$ cat config.mk
export PLATFORM = sky130hd
export DESIGN_NAME = vblank_step_scheduler
export DESIGN_NICKNAME = d
export VERILOG_FILES = /design/src/rtl/vga_pkg.sv /design/src/rtl/frame_divider.sv /design/src/rtl/vblank_step_scheduler.sv
export SDC_FILE = /design/constraint.sdc
export NUM_CORES = 1
export LEC_CHECK = 0
export CAP_MARGIN = 20
export CORE_MARGIN = 1.5
export CORE_UTILIZATION = 30
export CTS_BUF_LIST = sky130_fd_sc_hd__clkbuf_4 sky130_fd_sc_hd__clkbuf_8
export DETAILED_ROUTE_END_ITERATION = 10
export GPL_TIMING_DRIVEN = 0
export HOLD_SLACK_MARGIN = 0.08
export MAX_ROUTING_LAYER = met4
export PLACE_DENSITY = 0.69
export SLEW_MARGIN = 20
export SYNTH_ARGS = -nofsm -noshare
export SYNTH_HDL_FRONTEND = slang
export SYNTH_HIERARCHICAL = 1
export SYNTH_SLANG_ARGS = --single-unit
$ cat constraint.sdc
create_clock -name clk -period 6.2 [get_ports clk]
set_input_delay 0.62 -clock clk [delete_from_list [all_inputs] [get_ports clk]]
set_output_delay 0.62 -clock clk [all_outputs]
set_load 0.01 [all_outputs]
$ cat src/rtl/vga_pkg.sv
// Shared definitions for the snake VGA subsystem.
//   - board RAM geometry (32x24 tiles, 10-bit address, 4-bit tile code)
//   - game-step period width and counter width
//   - scheduler FSM state encoding
//   - clamp_period(): a period of 0 is treated as 1
package vga_pkg;

  localparam int ADDR_W      = 10;
  localparam int DATA_W      = 4;
  localparam int BOARD_COLS  = 32;
  localparam int BOARD_ROWS  = 24;
  localparam int BOARD_CELLS = BOARD_COLS * BOARD_ROWS;
  localparam int PERIOD_W    = 6;
  localparam int CNT_W       = 16;

  typedef enum logic [1:0] {
    IDLE  = 2'd0,
    RUN   = 2'd1,
    STALL = 2'd2
  } sched_state_e;

  function automatic logic [PERIOD_W-1:0] clamp_period(input logic [PERIOD_W-1:0] p);
    return (p == '0) ? PERIOD_W'(1) : p;
  endfunction

endpackage

$ cat src/rtl/frame_divider.sv
// Frame divider for the vblank step scheduler.
// Detects vblank rising edges, counts frames and divides the frame rate
// down to the programmable game-step rate.
// Ports:
//   clk, rst_n     clock / async active-low reset
//   i_vblank       vertical blanking level (synchronous to clk)
//   i_pause        while high no step becomes due; divider saturates
//   i_load         a step is being issued: latch i_period_in
//   i_period_in    frames per step (0 treated as 1)
//   o_vb_rise      vblank rising-edge pulse
//   o_step_due     vb_rise on which a step is due
//   o_frame_cnt    number of vblank rising edges (wraps)
module frame_divider
  import vga_pkg::*;
#(
  parameter int DEFAULT_PERIOD = 8
) (
  input  logic                clk,
  input  logic                rst_n,
  input  logic                i_vblank,
  input  logic                i_pause,
  input  logic                i_load,
  input  logic [PERIOD_W-1:0] i_period_in,
  output logic                o_vb_rise,
  output logic                o_step_due,
  output logic [CNT_W-1:0]    o_frame_cnt
);

  logic                r_vb_d;
  logic [PERIOD_W-1:0] r_div;
  logic [PERIOD_W-1:0] r_period;
  logic [CNT_W-1:0]    r_frame_cnt;

  logic                w_vb_rise;
  logic [PERIOD_W:0]   w_div_inc;
  logic                w_at_end;

  assign w_vb_rise = i_vblank & ~r_vb_d;
  // One extra bit so div+1 cannot wrap; >= keeps the divider safe even if
  // it ever sits above the period.
  assign w_div_inc = {1'b0, r_div} + 1'b1;
  assign w_at_end  = (w_div_inc >= {1'b0, r_period});

  assign o_vb_rise   = w_vb_rise;
  assign o_step_due  = w_vb_rise & w_at_end & ~i_pause;
  assign o_frame_cnt = r_frame_cnt;

  always_ff @(posedge clk or negedge rst_n) begin
    if (!rst_n) begin
      r_vb_d      <= 1'b0;
      r_div       <= '0;
      r_period    <= clamp_period(PERIOD_W'(DEFAULT_PERIOD));
      r_frame_cnt <= '0;
    end else begin
      r_vb_d <= i_vblank;
      if (w_vb_rise) begin
        r_frame_cnt <= r_frame_cnt + 1'b1;
        if (w_at_end) begin
          // Paused: park one tick before the end so the first unpaused
          // vb_rise fires immediately.
          r_div <= i_pause ? (r_period - 1'b1) : '0;
        end else begin
          r_div <= w_div_inc[PERIOD_W-1:0];
        end
      end
      if (i_load) begin
        r_period <= clamp_period(i_period_in);
      end
    end
  end

endmodule

$ cat src/rtl/vblank_step_scheduler.sv
// Vblank step scheduler: issues game-step requests at a programmable
// number of frames per step and arbitrates the single-port board RAM
// between the pixel renderer (default owner) and the game logic (only
// during blanking while a step is in progress).
// Ports:
//   clk, rst_n                    clock / async active-low reset
//   vblank, pause, period_in      frame timing and step-rate control
//   step_start / step_done        one-cycle handshake pulses with game FSM
//   gm_req/we/addr/wdata          game RAM access request
//   gm_gnt, gm_rvalid, gm_rdata   game RAM grant and read return
//   rd_addr / rd_data             renderer read port (1-cycle latency)
//   mem_addr/we/wdata/rdata       board RAM port
//   frame_cnt, step_cnt, overrun  status
// Game access handshake: a request is accepted in any cycle where gm_req
// and gm_gnt are both high; otherwise the game must hold the request
// unchanged. Accepted reads return gm_rvalid exactly one cycle later.
module vblank_step_scheduler #(
  parameter int ADDR_W         = vga_pkg::ADDR_W,
  parameter int DATA_W         = vga_pkg::DATA_W,
  parameter int DEFAULT_PERIOD = 8
) (
  input  logic              clk,
  input  logic              rst_n,
  input  logic              vblank,
  input  logic              pause,
  input  logic [5:0]        period_in,
  output logic              step_start,
  input  logic              step_done,
  input  logic              gm_req,
  input  logic              gm_we,
  input  logic [ADDR_W-1:0] gm_addr,
  input  logic [DATA_W-1:0] gm_wdata,
  output logic              gm_gnt,
  output logic              gm_rvalid,
  output logic [DATA_W-1:0] gm_rdata,
  input  logic [ADDR_W-1:0] rd_addr,
  output logic [DATA_W-1:0] rd_data,
  output logic [ADDR_W-1:0] mem_addr,
  output logic              mem_we,
  output logic [DATA_W-1:0] mem_wdata,
  input  logic [DATA_W-1:0] mem_rdata,
  output logic [15:0]       frame_cnt,
  output logic [15:0]       step_cnt,
  output logic              overrun
);

  import vga_pkg::*;

  sched_state_e     r_state;
  logic             r_step_start;
  logic             r_gm_rvalid;
  logic             r_overrun;
  logic [CNT_W-1:0] r_step_cnt;

  logic             w_vb_rise;
  logic             w_step_due;
  logic             w_issue;
  logic             w_gnt;

  // A due step is only issued from IDLE; otherwise it is dropped, so at
  // most one step is ever outstanding.
  assign w_issue = w_step_due & (r_state == IDLE);

  frame_divider #(
    .DEFAULT_PERIOD(DEFAULT_PERIOD)
  ) u_frame_divider (
    .clk         (clk),
    .rst_n       (rst_n),
    .i_vblank    (vblank),
    .i_pause     (pause),
    .i_load      (w_issue),
    .i_period_in (period_in),
    .o_vb_rise   (w_vb_rise),
    .o_step_due  (w_step_due),
    .o_frame_cnt (frame_cnt)
  );

  // Grant is gated by the live vblank level so the game loses the RAM in
  // the very cycle blanking ends, before the FSM has moved to STALL.
  assign w_gnt = (r_state == RUN) & vblank;

  always_ff @(posedge clk or negedge rst_n) begin
    if (!rst_n) begin
      r_state      <= IDLE;
      r_step_start <= 1'b0;
      r_gm_rvalid  <= 1'b0;
      r_overrun    <= 1'b0;
      r_step_cnt   <= '0;
    end else begin
      r_step_start <= 1'b0;
      r_gm_rvalid  <= w_gnt & gm_req & ~gm_we;
      case (r_state)
        IDLE: begin
          if (w_issue) begin
            r_state      <= RUN;
            r_step_start <= 1'b1;
            r_step_cnt   <= r_step_cnt + 1'b1;
          end
        end
        RUN: begin
          // step_done wins over the end of blanking: no overrun then.
          if (step_done) begin
            r_state <= IDLE;
          end else if (!vblank) begin
            r_state   <= STALL;
            r_overrun <= 1'b1;
          end
        end
        STALL: begin
          if (step_done) begin
            r_state <= IDLE;
          end else if (w_vb_rise) begin
            r_state <= RUN;
          end
        end
        default: r_state <= IDLE;
      endcase
    end
  end

  assign step_start = r_step_start;
  assign gm_gnt     = w_gnt;
  assign gm_rvalid  = r_gm_rvalid;
  assign overrun    = r_overrun;
  assign step_cnt   = r_step_cnt;

  assign mem_addr  = w_gnt ? gm_addr : rd_addr;
  assign mem_we    = w_gnt & gm_req & gm_we;
  assign mem_wdata = w_gnt ? gm_wdata : '0;
  assign rd_data   = mem_rdata;
  assign gm_rdata  = mem_rdata;

endmodule

Word level (Yosys, flattened, before mapping)
Index checks and enable logic that the tools add are counted.

Register bits after elaboration: 50. Input bits: 41.

Equality and inequality tests: 5. Reduce and logical (&&, ||, !) cells: 5. Add/subtract/negate cells: 4. Muxes and demuxes: 13. Order comparisons: 1. Bitwise logic cells: 13.

Operators with widths (number): 16-bit by 1-bit adder with 16-bit output, second input constant (2); 6-bit 2-to-1 mux (3); 10-bit 2-to-1 mux (1); 2-bit 2-to-1 mux (5); 1-bit bitwise AND (8); 6-bit by 1-bit adder with 7-bit output, second input constant (1); 7-bit by 6-bit greater-or-equal comparator with 1-bit output (1); 6-bit logical NOT (1); 2-bit case mux with 3 select lines (1); 3-bit AND reduction (2); 6-bit by 1-bit subtractor with 6-bit output, second input constant (1); 1-bit NOT (5); 4-bit 2-to-1 mux (1); 3-bit by 2-bit inequality test with 1-bit output, second input constant (1); 3-bit inequality test, second input constant (1); 2-bit by 1-bit equality test with 1-bit output, second input constant (1); 2-bit equality test, second input constant (1); 2-bit logical NOT (1); 1-bit 2-to-1 mux (2); 2-bit by 1-bit inequality test with 1-bit output, second input constant (1); 2-bit AND reduction (1).

Longest topological paths before layout
Gate-level depths: netlist of run 1.

Depth in word-level cells: 7. Gate-level depth with buffers: 12. Depth with buffers taken out: 12.

Hierarchy
Netlist of run 1, hierarchy kept.

By module, submodules not included: frame_divider (instances 1, area each 1566.5 um^2, cells each 157, sequential area each 726.9 um^2); vblank_step_scheduler (instances 1, area each 1153.6 um^2, cells each 124, sequential area each 525.5 um^2).

Worst setup path after synthesis of run 1
OpenSTA, ideal clock, no wires.

Path type: flip-flop to flip-flop. From: register u_frame_divider.r_div[0]. To: register r_step_cnt[15] (netlist: step_cnt[15]). Stages on the path, launching flop included: 13. Period minus slack after synthesis: 2.777 ns. Path buffers: 0. Required time: 6.121 ns. Setup slack: 3.423 ns. Data arrival time: 2.698 ns. Cell sequence: dfrtp_1 > ha_1 > nand3_1 > xnor2_1 > ha_1 > a21o_1 > a221oi_4 > o21a_1 > nor3_1 > nor3b_4 > nand4_4 > nor4_2 > xor2_1.

Word-level cells in the longest chain between the ends: 6.

Ends and longest elaborated chain: start: declaration (RTL line frame_divider.sv:30) `logic [PERIOD_W-1:0] r_div;`; start signal: assignment (RTL line frame_divider.sv:61) `r_div <= i_pause ? (r_period - 1'b1) : '0;`; start signal: assignment (RTL line frame_divider.sv:63) `r_div <= w_div_inc[PERIOD_W-1:0];`; 6-bit by 1-bit adder with 7-bit output (RTL line frame_divider.sv:41) `assign w_div_inc = {1'b0, r_div} + 1'b1;`; 7-bit by 6-bit greater-or-equal comparator with 1-bit output (RTL line frame_divider.sv:42) `assign w_at_end = (w_div_inc >= {1'b0, r_period});`; 1-bit bitwise AND (2 in series) (RTL line frame_divider.sv:45) `assign o_step_due = w_vb_rise & w_at_end & ~i_pause;`; named net w_step_due (RTL line vblank_step_scheduler.sv:56) `logic w_step_due;`; 1-bit bitwise AND (RTL line vblank_step_scheduler.sv:62) `assign w_issue = w_step_due & (r_state == IDLE);`; named net w_issue (RTL line vblank_step_scheduler.sv:57) `logic w_issue;`; 2-bit AND reduction (no line); end signal: assignment (RTL line vblank_step_scheduler.sv:97) `r_step_cnt <= r_step_cnt + 1'b1;`; end: declaration (RTL line vblank_step_scheduler.sv:53) `logic [CNT_W-1:0] r_step_cnt;`.

The timed path passes the listed nets, and every way through them passes these cells. A chain may end at the register's enable or synchronous reset.

Final worst setup path of run 1
Same ends and word-level chain as after synthesis.

==> out/results.tsv, run 1 <==
stage	metric	value	unit
finish	final_cell_mix	94 x clkdlybuf4s50_1, 55 x nand2_1, 49 x dfrtp_1	
timing	max_freq	0.312	GHz
clock_network	h-tree-depth	2	
logic_synthesis	syn_area	2720	sq um
critical_path	worstPathMaxFanout	8	
logic_synthesis	synth_compound_gate_area_share	0.0731	
clock_network	postCtsSetupBuffers	0	
routing	wl_per_cell	12.4	um
clock_network	clockRootBuffer	clkbuf_8	
finish	syn2layout_area_growth	44.3	%
logic_synthesis	synth_edf_count	0	
floorplan	ios	100	
logic_synthesis	synth_cell_types	46	
finish	fillers	848	
timing	min_period	3210	ps
timing	fin_crit_sh	0.517	
timing	finalHoldViolations	0	
critical_path	path_class	reg2reg	
power	p_per_area	333	nW/um^2
floorplan	fp-row-count	34	
timing	rsz0062_at_grt	false	
critical_path	path_cells	ha_1, nand3_1, xnor2_1, ha_1, a21o_1, a221oi_4, o21a_1, nor3_1, nor3b_4, nand4_4, nor4_2, xor2_1	
placed_design	placement.io_buffers	95	
timing	report.final.slew_viol_count	0	
logic_synthesis	yosys-mux-area-fraction	0.0115	
critical_path	timing.critical_path.to_type	flop	
critical_path	critPathLaunch	u_frame_divider/r_div[0]$_DFFE_PN0P_	
global_routing	antenna_found_initial	0	
routing	first_pass_iters	4	
logic_synthesis	synth_xor_area_frac	0.119	
routing	route.vias.total	2333	
floorplan	die_y	98.2	um
critical_path	crit_required	6430	ps
timing	max_slew_margin	0.572	
critical_path	start_kind	flop	
logic_synthesis	synth_ff_type	dfrtp_1	
logic_synthesis	syn-num-nets	332	
floorplan	start_util	0.310	
logic_synthesis	ys_ff_latch	50	
routing	top_layer_used	met4	
routing	totalWireLength	6080	um
clock_network	cts_sinks	50	
finish	fin_area	3930	sq um
placed_design	gp_congestion	0.775	
run_status	outcome	finished, final reports clean	
routing	dr_wl_met2	2940	um
critical_path	path_buf_inv	0	
routing	drtIter0Drc	46	
critical_path	r2r_start	u_frame_divider/r_div[0]$_DFFE_PN0P_	
global_routing	grt_pass1_wl	10300	um
floorplan	core	8760	sq um
power	vdd_ir_drop_max	0.134	mV
placed_design	dp_hpwl	4700	um
clock_network	insertion_delay	300	ps
finish	nets	434	
logic_synthesis	async_reset_ff_frac	1.00	
global_routing	overflow	0	
critical_path	arrival	3440	ps
finish	fin_util	0.448	
finish	diodes	0	
routing	ant_nets	0	
floorplan	die_area	9650	sq um
logic_synthesis	syn_area_per_cell	9.68	sq um
clock_network	cts_tree	yes	
critical_path	path_delay_family	simple AND/OR/NAND/NOR gates	
floorplan	die_w	98.2	um
finish	drive_gt1_frac	0.0859	
clock_network	hold_buffers	0	
hold_path	hp-class	in2async	
power	total_power	1.31	mW
global_routing	grt_usage	0.132	
global_routing	grt_max_degree	51	
routing	wl_met3	379	um
timing	tightest_slew	642	ps
routing	met1_length	2710	um
logic_synthesis	syn_inst	281	
clock_network	cts_resized	0	
logic_synthesis	synth_fa_ha_area_frac	0.0460	
routing	via_per_inst	4.74	
placed_design	post_dp_cell_area	3800	sq um
clock_network	cts.clk_slew.worst_paths	90	ps
run	maxCapViolations	0	
finish	layout_commonest_cell	clkdlybuf4s50_1	
clock_network	numCtsBuffers	5	
routing	post-route-drc-count	0	
logic_synthesis	ys.warnings.count	6	
timing	setup_violations	0	
logic_synthesis	seq_area_frac_synth	0.460	
critical_path	critPathMaxStageDelay	500	ps
global_routing	grt_pass1_vias	2272	
critical_path	crit_slowest_cell	nor3b_4	
timing	finClkSkew	15.0	ps
timing	setup_tns	0	ps
critical_path	cp_common_cell	ha_1	
logic_synthesis	synthSimpleGateAreaFrac	0.237	
clock_network	ctsLongestPathBuffers	2	
power	power.leakage	1.80	nW
logic_synthesis	synth_top_family_by_area	simple AND/OR/NAND/NOR gates	
## area by class of cell
| type | count | area (sq um) | area share |
|---|---|---|---|
| Clock buffer | 6 | 82.6 | 0.0210 |
| Buffer | 14 | 91.3 | 0.0233 |
| Multi-Input combinational cell | 203 | 1320 | 0.337 |
| Timing Repair Buffer | 95 | 948 | 0.242 |
| Tap cell | 108 | 135 | 0.0344 |
| Clock inverter | 2 | 38.8 | 0.00988 |
| Sequential cell | 50 | 1250 | 0.319 |
| Inverter | 14 | 52.6 | 0.0134 |
## logic make-up (layout without fill, tap and decap cells)
family | after synthesis | count (layout)
mux | 3 | 3
compound gates | 27 | 27
fa+ha+maj | 10 | 10
flops | 50 | 50
simple gates | 126 | 126
xor+xnor | 37 | 37
buf+inv | 28 | 131
## power by group
part	internal, mW	leakage [nW]	switching (mW)
sequential	0.401	0.651	0.0836
clock	0.133	0.0618	0.112
combinational	0.304	1.09	0.272
## sequential cells by signal (all words and copies together) (netlist names)
name	count
step_cnt	16
u_frame_divider/o_frame_cnt	16
u_frame_divider/r_div	6
u_frame_divider/r_period	6
r_state	2
gm_rvalid	1
overrun	1
step_start	1
u_frame_divider/r_vb_d	1
## through the flow
| stage | worst slack [ps] | instances | hold WS (ps) |
|---|---|---|---|
| after floorplan | 3420 | 281 | 324 |
| after global placement | 2900 | 484 | 456 |
| after detailed placement | 2890 | 484 | 466 |
| after CTS | 2960 | 492 | 360 |
| after global routing | 2770 | 492 | 389 |
| final | 2990 | 492 | 343 |
## synth_stat cells (2+ instances only)
| library cell | n | area, sq um |
|---|---|---|
| o21ai_1 | 2 | 10.0 |
| and3_1 | 13 | 81.3 |
| clkbuf_1 | 4 | 15.0 |
| nand3_1 | 16 | 80.1 |
| a21oi_1 | 2 | 10.0 |
| xor2_1 | 15 | 131 |
| xnor2_1 | 22 | 193 |
| nand4_1 | 4 | 25.0 |
| nand2b_1 | 3 | 18.8 |
| inv_2 | 2 | 7.51 |
| inv_1 | 12 | 45.0 |
| o32a_1 | 2 | 20.0 |
| a31oi_1 | 3 | 18.8 |
| ha_1 | 10 | 125 |
| dfrtp_1 | 49 | 1230 |
| nand2_1 | 55 | 206 |
| nor2_1 | 15 | 56.3 |
| a21o_1 | 2 | 15.0 |
| o21a_1 | 2 | 15.0 |
| nor3_1 | 5 | 25.0 |
| nor2b_1 | 3 | 18.8 |
| mux2i_1 | 2 | 20.0 |
| buf_4 | 8 | 60.1 |
| o21ai_0 | 8 | 40.0 |
## layer usage
| metal | vias to the layer above | track usage |
|---|---|---|
| met4 | 0 | 0.0293 |
| li1 | 1140 | - |
| met3 | 2 | 0.0322 |
| met5 | - | - |
| met1 | 1111 | 0.162 |
| met2 | 80 | 0.221 |
## worst paths after layout
| path | slack [ps] | endpoint | cells past startpoint |
|---|---|---|---|
| worst min register to register | 470 | u_frame_divider/o_frame_cnt[15]$_DFFE_PN0P_ | 1 |
| worst max register to register | 2990 | step_cnt[15]$_DFFE_PN0P_ | 12 |
| worst min-delay path | 340 | u_frame_divider/o_frame_cnt[5]$_DFFE_PN0P_ | 1 |
| max in group asynchronous | 5430 | u_frame_divider/r_vb_d$_DFF_PN0_ | 1 |
| min in group clk | 470 | u_frame_divider/o_frame_cnt[15]$_DFFE_PN0P_ | 1 |
| worst max-delay path | 2990 | step_cnt[15]$_DFFE_PN0P_ | 12 |
Power figures use the tool's default switching activity.
==> run 2: changes to the inputs <==
- clock period: 6.2 -> 3 ns (I/O delays scaled with it)
==> out/results.tsv, run 2 (synthesis results as in run 1) <==
stage	metric	value	unit
run_status	outcome	finished, final reports clean	
power	p_int	1.74	mW
finish	regArea	1250	sq um
hold_path	hp-class	reg2reg	
power	p_per_area	686	nW/um^2
global_routing	grt_usage	0.132	
finish	layout_commonest_cell	clkdlybuf4s50_1	
routing	first_pass_iters	4	
critical_path	crit_slowest_cell	dfrtp_2	
timing	rsz0062_at_grt	false	
run	maxCapViolations	0	
critical_path	path_cells	ha_2, nand3_1, xnor2_1, ha_1, a21o_1, a221oi_4, o21a_1, nor3_2, nor3b_4, nand4_4, and2b_2, xor2_1	
finish	fin_util	0.452	
clock_network	cts_sinks	50	
placed_design	gp_congestion	0.775	
finish	fillers	843	
floorplan	die_w	98.2	um
clock_network	h-tree-depth	2	
power	comb_power_share	0.444	
clock_network	cts.clk_slew.worst_paths	100	ps
power	swShare	0.359	
global_routing	antenna_found_initial	0	
finish	syn2layout_area_growth	45.8	%
power	power_frac_seq	0.370	
floorplan	die_area	9650	sq um
clock_network	numCtsBuffers	5	
floorplan	die_y	98.2	um
routing	drtIter0Drc	45	
clock_network	clockRootBuffer	clkbuf_8	
clock_network	ctsLongestPathBuffers	2	
finish	diodes	0	
finish	multiInputGateArea	1340	sq um
power	power_frac_clock	0.186	
critical_path	start_kind	flop	
timing	max_freq	0.352	GHz
floorplan	core	8760	sq um
critical_path	path_buf_inv	0	
critical_path	crit_required	3200	ps
placed_design	placement.io_buffers	95	
clock_network	cts_tree	yes	
timing	fin_crit_sh	0.946	
critical_path	arrival	3030	ps
floorplan	ios	100	
global_routing	overflow	0	
routing	route.vias.total	2349	
routing	via_per_inst	4.76	
timing	min_period	2840	ps
power	power.switching	976	uW
timing	tightest_slew	649	ps
placed_design	dp_hpwl	4700	um
critical_path	path_delay_family	simple AND/OR/NAND/NOR gates	
power	vdd_ir_drop_max	0.284	mV
power	total_power	2.72	mW
critical_path	critPathMaxStageDelay	420	ps
critical_path	timing.critical_path.to_type	flop	
timing	finalHoldViolations	0	
finish	final_cell_mix	94 x clkdlybuf4s50_1, 55 x nand2_1, 47 x dfrtp_1	
power	power.leakage	1.81	nW
finish	drive_gt1_frac	0.101	
routing	ant_nets	0	
routing	totalWireLength	6140	um
timing	report.final.slew_viol_count	0	
global_routing	grt_pass1_wl	10400	um
critical_path	path_class	reg2reg	
timing	setup_tns	0	ps
clock_network	insertion_delay	300	ps
floorplan	start_util	0.310	
routing	wl_per_cell	12.4	um
global_routing	grt_max_degree	51	
timing	setup_violations	0	
routing	post-route-drc-count	0	
floorplan	fp-row-count	34	
critical_path	worstPathMaxFanout	6	
finish	nets	436	
global_routing	grt_pass1_vias	2291	
timing	finClkSkew	14.8	ps
timing	max_slew_margin	0.567	
-- run 2: changes by cell type in the layout (fill, tap and decap cells not counted), sizes merged --
cell	delta
dlygate4sd3	+1
clkbuf	-1
buf	+2
-- run 2: path summary, 6_finish.rpt --
check                                                               to                                        start  cells after the start  slack (ps)
max in group asynchronous         u_frame_divider/r_div[0]$_DFFE_PN0P_                                        rst_n                      2        1960
setup / recovery                               step_cnt[9]$_DFFE_PN0P_         u_frame_divider/r_div[0]$_DFFE_PN0P_                     12         160
setup reg to reg                               step_cnt[9]$_DFFE_PN0P_         u_frame_divider/r_div[0]$_DFFE_PN0P_                     12         160
hold reg to reg            u_frame_divider/o_frame_cnt[15]$_DFFE_PN0P_  u_frame_divider/o_frame_cnt[15]$_DFFE_PN0P_                      1         470
hold / removal             u_frame_divider/o_frame_cnt[15]$_DFFE_PN0P_  u_frame_divider/o_frame_cnt[15]$_DFFE_PN0P_                      1         470
min in group asynchronous      u_frame_divider/r_period[0]$_DFFE_PN0P_                                        rst_n                      2         570
-- run 2: power by group through the flow --
stage          combinational [mW]  clock (mW)  sequential [mW]
2_1_floorplan               0.758           0             1.01
3_3_place_gp                 1.17           0             1.01
3_5_place_dp                 1.19           0             1.02
4_1_cts                      1.21       0.524             1.00
5_1_grt                      1.35       0.543             1.04
6_report                     1.21       0.507             1.01
-- run 2: stage by stage --
| stage | setup slack [ps] | hold slack, ps | cell area, sq um | std cells |
|---|---|---|---|---|
| floorplan | 223 | 4.41 | 2720 | 281 |
| global placement | -201 | 456 | 3810 | 484 |
| detailed placement | -219 | 384 | 3800 | 484 |
| CTS | 80.8 | 480 | 3950 | 494 |
| global route | 13.5 | 506 | 3970 | 494 |
| finish | 163 | 470 | 3970 | 494 |
-- run 2: layout make-up --
type | instances | share of cell area
Inverter | 14 | 0.0133
Sequential cell | 50 | 0.317
Clock buffer | 6 | 0.0208
Buffer | 13 | 0.0221
Clock inverter | 2 | 0.00978
Timing Repair Buffer | 98 | 0.246
Multi-Input combinational cell | 203 | 0.338
Tap cell | 108 | 0.0341
-- run 2: per-layer routing --
layer / GRT usage / part of all wire / up-vias
li1: - / - / 1141
met1: 0.161 / 0.45 / 1126
met2: 0.223 / 0.48 / 80
met3: 0.0322 / 0.061 / 2
met4: 0.0293 / 0.0068 / 0
met5: - / 0 / -
-- run 2: repair_timing --
item | in CTS | in global routing
setup endpoints to repair | 11 | 4
endpoints found under the hold margin | 49 | 0
hold buffers | 1 | 0
pin swaps | 0 | 0
buffers inserted | 2 | 0
resized for setup | 1 | 4
